==> src/rtl/cpu_exec_controller.sv <==
// Multi-cycle fetch/execute controller for the 8-bit CPU.
// It fetches 16-bit instructions, drives the external ALU, and commits the results to a 4x8 register file.
module cpu_exec_controller #(
  parameter logic [7:0] RESET_PC      = 8'h00,
  parameter bit         HALT_ON_UNDEF = 1'b0
) (
  input  logic        clk,
  input  logic        rst_n,
  output logic        imem_req,
  output logic [7:0]  imem_addr,
  input  logic        imem_ack,
  input  logic [15:0] imem_data,
  output logic [7:0]  alu_operand1,
  output logic [7:0]  alu_operand2,
  output logic [3:0]  alu_op,
  input  logic [7:0]  alu_result,
  input  logic        alu_zero,
  input  logic        alu_ovf,
  output logic        flag_z,
  output logic        flag_v,
  output logic        halted
);

  typedef enum logic [1:0] {IDLE, FETCH, EXEC, HALT} state_t;

  localparam logic [3:0] OP_BRZ  = 4'hB;
  localparam logic [3:0] OP_JMP  = 4'hC;
  localparam logic [3:0] OP_UND0 = 4'hD;
  localparam logic [3:0] OP_UND1 = 4'hE;
  localparam logic [3:0] OP_HALT = 4'hF;

  state_t      state_q, state_d;
  logic [7:0]  pc_q, pc_d;
  logic [15:0] ir_q, ir_d;
  logic [7:0]  regs_q [4];
  logic [7:0]  regs_d [4];
  logic        flag_z_q, flag_z_d;
  logic        flag_v_q, flag_v_d;
  logic        imem_req_q, imem_req_d;
  logic        halted_q, halted_d;

  logic [3:0]  opcode;
  logic [1:0]  rd, rs, rt;
  logic [7:0]  imm8;
  logic        is_alu, is_undef, go_halt;

  assign opcode   = ir_q[15:12];
  assign rd       = ir_q[11:10];
  assign rs       = ir_q[9:8];
  assign rt       = ir_q[7:6];
  assign imm8     = ir_q[7:0];
  assign is_alu   = (opcode <= 4'd9);
  assign is_undef = (opcode == OP_UND0) || (opcode == OP_UND1);
  assign go_halt  = (opcode == OP_HALT) || (is_undef && HALT_ON_UNDEF);

  // The ALU is only driven during EXEC of an ALU op; otherwise it sees the idle code.
  always_comb begin
    alu_op       = 4'hF;
    alu_operand1 = 8'h00;
    alu_operand2 = 8'h00;
    if (state_q == EXEC && is_alu) begin
      alu_op       = opcode;
      alu_operand1 = regs_q[rs];
      alu_operand2 = opcode[0] ? imm8 : regs_q[rt];
    end
  end

  always_comb begin
    state_d  = state_q;
    pc_d     = pc_q;
    ir_d     = ir_q;
    regs_d   = regs_q;
    flag_z_d = flag_z_q;
    flag_v_d = flag_v_q;
    case (state_q)
      IDLE:  state_d = FETCH;
      FETCH: begin
        if (imem_req_q && imem_ack) begin
          ir_d    = imem_data;
          pc_d    = pc_q + 8'd1;
          state_d = EXEC;
        end
      end
      EXEC: begin
        if (is_alu) begin
          regs_d[rd] = alu_result;
          flag_z_d   = alu_zero;
          flag_v_d   = alu_ovf;
        end
        // A taken branch overrides the increment already applied during fetch.
        if ((opcode == OP_BRZ && flag_z_q) || opcode == OP_JMP) pc_d = imm8;
        state_d = go_halt ? HALT : FETCH;
      end
      HALT:    state_d = HALT;
      default: state_d = IDLE;
    endcase
    imem_req_d = (state_d == FETCH);
    halted_d   = (state_d == HALT);
  end

  always_ff @(posedge clk or negedge rst_n) begin
    if (!rst_n) begin
      state_q    <= IDLE;
      pc_q       <= RESET_PC;
      ir_q       <= 16'h0000;
      regs_q     <= '{default: 8'h00};
      flag_z_q   <= 1'b0;
      flag_v_q   <= 1'b0;
      imem_req_q <= 1'b0;
      halted_q   <= 1'b0;
    end else begin
      state_q    <= state_d;
      pc_q       <= pc_d;
      ir_q       <= ir_d;
      regs_q     <= regs_d;
      flag_z_q   <= flag_z_d;
      flag_v_q   <= flag_v_d;
      imem_req_q <= imem_req_d;
      halted_q   <= halted_d;
    end
  end

  assign imem_req  = imem_req_q;
  assign imem_addr = pc_q;
  assign flag_z    = flag_z_q;
  assign flag_v    = flag_v_q;
  assign halted    = halted_q;

endmodule

==> config.mk <==
export PLATFORM = sky130hd
export DESIGN_NAME = cpu_exec_controller
export DESIGN_NICKNAME = d
export VERILOG_FILES = /design/src/rtl/cpu_exec_controller.sv
export SDC_FILE = /design/constraint.sdc
export NUM_CORES = 1
export LEC_CHECK = 0
export CORE_MARGIN = 2
export CORE_UTILIZATION = 35
export CTS_CLUSTER_SIZE = 40
export DETAILED_ROUTE_END_ITERATION = 12
export GPL_TIMING_DRIVEN = 0
export PLACE_DENSITY_LB_ADDON = 0.3
export SKIP_CTS_REPAIR_TIMING = 1
export SLEW_MARGIN = 10
export SYNTH_ARGS = -nofsm -noshare
export SYNTH_HDL_FRONTEND = slang
export SYNTH_SLANG_ARGS = --single-unit
==> constraint.sdc <==
create_clock -name clk -period 1.6 [get_ports clk]
set_input_delay 0.16 -clock clk [delete_from_list [all_inputs] [get_ports clk]]
set_output_delay 0.16 -clock clk [all_outputs]
set_load 0.005 [all_outputs]
==> impl_metrics.env <==
export IMPL_syn_to_final_growth_pct=53.75
export IMPL_report_final_slew_viol_count=0
export IMPL_gr_total_overflow=0
export IMPL_net_switching_power_mw=3.684
export IMPL_finish_instance_area_sq_um=5136
export IMPL_rrSetupSlack_ns=-0.13
export IMPL_setup_viol=53
export IMPL_critPathCaptureType="output port"
export IMPL_cts_buffer_depth=2
export IMPL_final_nets=399
export IMPL_rr_endpoint="imem_addr[7]"
export IMPL_powerDensity_nw_per_um2=2037
export IMPL_whs_endpoint="flag_z"
export IMPL_setup_tns_ns=-7.925
export IMPL_coreArea_sq_um=9240
export IMPL_pin_count=61
export IMPL_cp_arrival_ns=1.88
export IMPL_pwr_share_comb=0.535
export IMPL_fp_row_count=35
export IMPL_dp_hpwl_um=5647
export IMPL_internal_power_mw=6.777
export IMPL_worstPathRequired_ns=1.44
export IMPL_track_usage=0.1684
export IMPL_port_buffers=60
export IMPL_grt_pass1_vias=2521
export IMPL_fmax_ghz=0.4904
export IMPL_timing_max_cap_violations=0
export IMPL_yosys_top_cells_area="dfrtp_1 46%, mux2_2 18%, mux4_2 9.4%, mux2i_1 3.3%, ha_1 1.9%"
export IMPL_clock_latency_ns=0.34
export IMPL_seqPwrFrac=0.309
export IMPL_synth_cells=258
export IMPL_yosysSeqAreaShare=0.4644
export IMPL_violations="setup timing"
export IMPL_fin_crit_ns=2.039
export IMPL_wirelength_um=9190
export IMPL_hold_viol=0
export IMPL_vias=2600
export IMPL_antenna_found_initial=0
export IMPL_grt_pass1_wl_um=13140
export IMPL_synth_seq_cells=62
export IMPL_min_path_type="input port to register"
export IMPL_p_leak_nw=2.114
export IMPL_vdd_drop_max_uv=830.4
export IMPL_critPathLaunch="ir_q[8]"
export IMPL_drtAntennaViolNets=0
export IMPL_fin_ws_ns=-0.4391
export IMPL_worst_setup_path_type="register to output port"
export IMPL_drc_errors=0
export IMPL_worst_pin_slew_ns=0.8017
export IMPL_yosysWarnings=0
export IMPL_die_area_sq_um=10340
export IMPL_cts_sinks=62
export IMPL_yosysUniqueCellTypes=43
export IMPL_ys_async_sr_fraction=1.000
export IMPL_drt_pass1_iterations=4
export IMPL_ys_flop_type="dfrtp_1"
export IMPL_clkSlewWorstSetupHoldPaths_ns=0.07
export IMPL_reg2reg_from="state_q[0]"
export IMPL_cts_buffers=9
export IMPL_wl_per_cell_um=18.42
export IMPL_relSlewSlack=0.4655
export IMPL_fp_dieW_um=101.7
export IMPL_start_util=0.3615
export IMPL_dp_slack_ns=-0.7664
export IMPL_hold_start="alu_zero"
export IMPL_synth_area_sq_um=3341
export IMPL_swShare=0.3521
export IMPL_fin_skew_ns=0.004971
export IMPL_synth_area_leader_cell="dfrtp_1"
export IMPL_die_h_um=101.7
export IMPL_status="finished, violations left"
export IMPL_cts_root_buf="clkbuf_8"
export IMPL_place_gp_congestion=0.8247
export IMPL_tritoncts="done"
export IMPL_critPathLaunchType="register"
export IMPL_htree_levels=3
export IMPL_drt_iter0_markers=82
export IMPL_synth_edf_count=0
export IMPL_synth_top_cell_area_share=0.4644
export IMPL_worst_r2r_path_depth=8
export IMPL_diodes=0
export IMPL_pwr_share_clk=0.155
export IMPL_grt_max_degree=63
export IMPL_synthesis_nets=292
export IMPL_placed_cell_area_sq_um=4111
export IMPL_viasPerCell=5.210
export IMPL_drive_gt1_frac=0.5865
export IMPL_critical_path_peak_fanout=3
export IMPL_rsz0062_at_grt="yes"
export IMPL_hold_depth=2
export IMPL_syn_avg_cell_area_sq_um=12.95
export IMPL_post_route_period_util=1.274
==> sequential cells by signal, summed over array words and instances, names as in the netlist <==
signal,flops
ir_q,16
halted,1
flag_v,1
flag_z,1
imem_addr,8
imem_req,1
state_q,2
regs_q,32
==> power by group through the flow <==
stage	clock (mW)	combinational [mW]	sequential [mW]
after floorplan	0	2.75	2.87
after global placement	0	3.74	3.02
after detailed placement	0	3.81	3.06
after CTS	1.65	3.83	3.03
after global routing	1.72	5.99	3.36
final	1.63	5.60	3.23
==> Yosys cell counts (3+ instances only) <==
cell and count:
dfrtp_1 62, mux2_2 53, nor2_1 15, mux4_2 14
mux2i_1 11, and3_1 9, o22ai_1 9, buf_2 7
a21oi_1 6, a31oi_1 6, clkbuf_1 5, ha_1 5
inv_1 4, nand2_1 4, nand3_1 4, a211oi_1 3
and2_1 3, and4_1 3, buf_1 3, nand2b_1 3
nand4b_1 3
==> how the worst max path moves through the flow <==
stage	endpoint	slack, ns	cells after the start
2_1_floorplan	imem_addr[7]	-0.03	7
4_1_cts	alu_operand1[4]	-1.17	6
3_3_place_gp	imem_addr[1]	-1.70	1
3_5_place_dp	alu_operand1[6]	-0.77	6
5_1_grt	alu_operand1[5]	-0.50	6
6_report	alu_operand1[5]	-0.44	6
==> per-stage QoR <==
step	power, mW	hold slack (ns)	util	std cells
2_1_floorplan	5.621	-0.1356	-	258
3_3_place_gp	6.759	0.4948	0.4452	447
3_5_place_dp	6.871	0.3021	0.4450	447
4_1_cts	8.503	-0.07029	0.4703	463
5_1_grt	11.07	0.4274	0.5559	499
6_report	10.46	0.4243	0.5559	499
==> metal layers <==
layer  track usage  vias up  routed length [um]  part of all wire
met4       0.08108        0                 228             0.025
li1              -     1201                   -                 -
met5             0        -                   0                 0
met3       0.02692       18                 329             0.036
met2        0.2824       60                4790              0.52
met1        0.2120     1321                3842              0.42
==> area by class of cell <==
cell class                 count  area (sq um)
fill                         798          4104
multi-input combinational    176          2098
inverter                       4         15.01
timing repair buffer          98         899.6
sequential                    62          1560
clock buffer                  13         168.9
clock inverter                 3         65.06
buffer                        14         167.7
tap                          129         161.4
==> worst max-delay path, cell delays in order, from the launching register on <==
cell and delay [ns]:
dfrtp_1 0.42, clkbuf_16 0.16, buf_8 0.10, buf_6 0.09
mux4_2 0.49, and3_4 0.17, buf_6 0.11
==> layout by cell type (no fill, tap or decap), types with 9 or more instances in the layout <==
cell type and instances:
nor2_1 13, mux2_2 44, mux2i_1 11, mux4_2 14
mux2_4 9, clkbuf_2 14, clkbuf_8 12, dfrtp_1 55
buf_6 23, buf_4 19, clkdlybuf4s50_1 39
==> cells by family after synthesis <==
family	synth area share
adders and majority gates	0.01873
AOI/OAI and AO/OA	0.08015
and+or+nand+nor	0.1045
buffers and inverters	0.02622
DFF	0.4644
muxes	0.3060
Power figures use the tool's default switching activity.
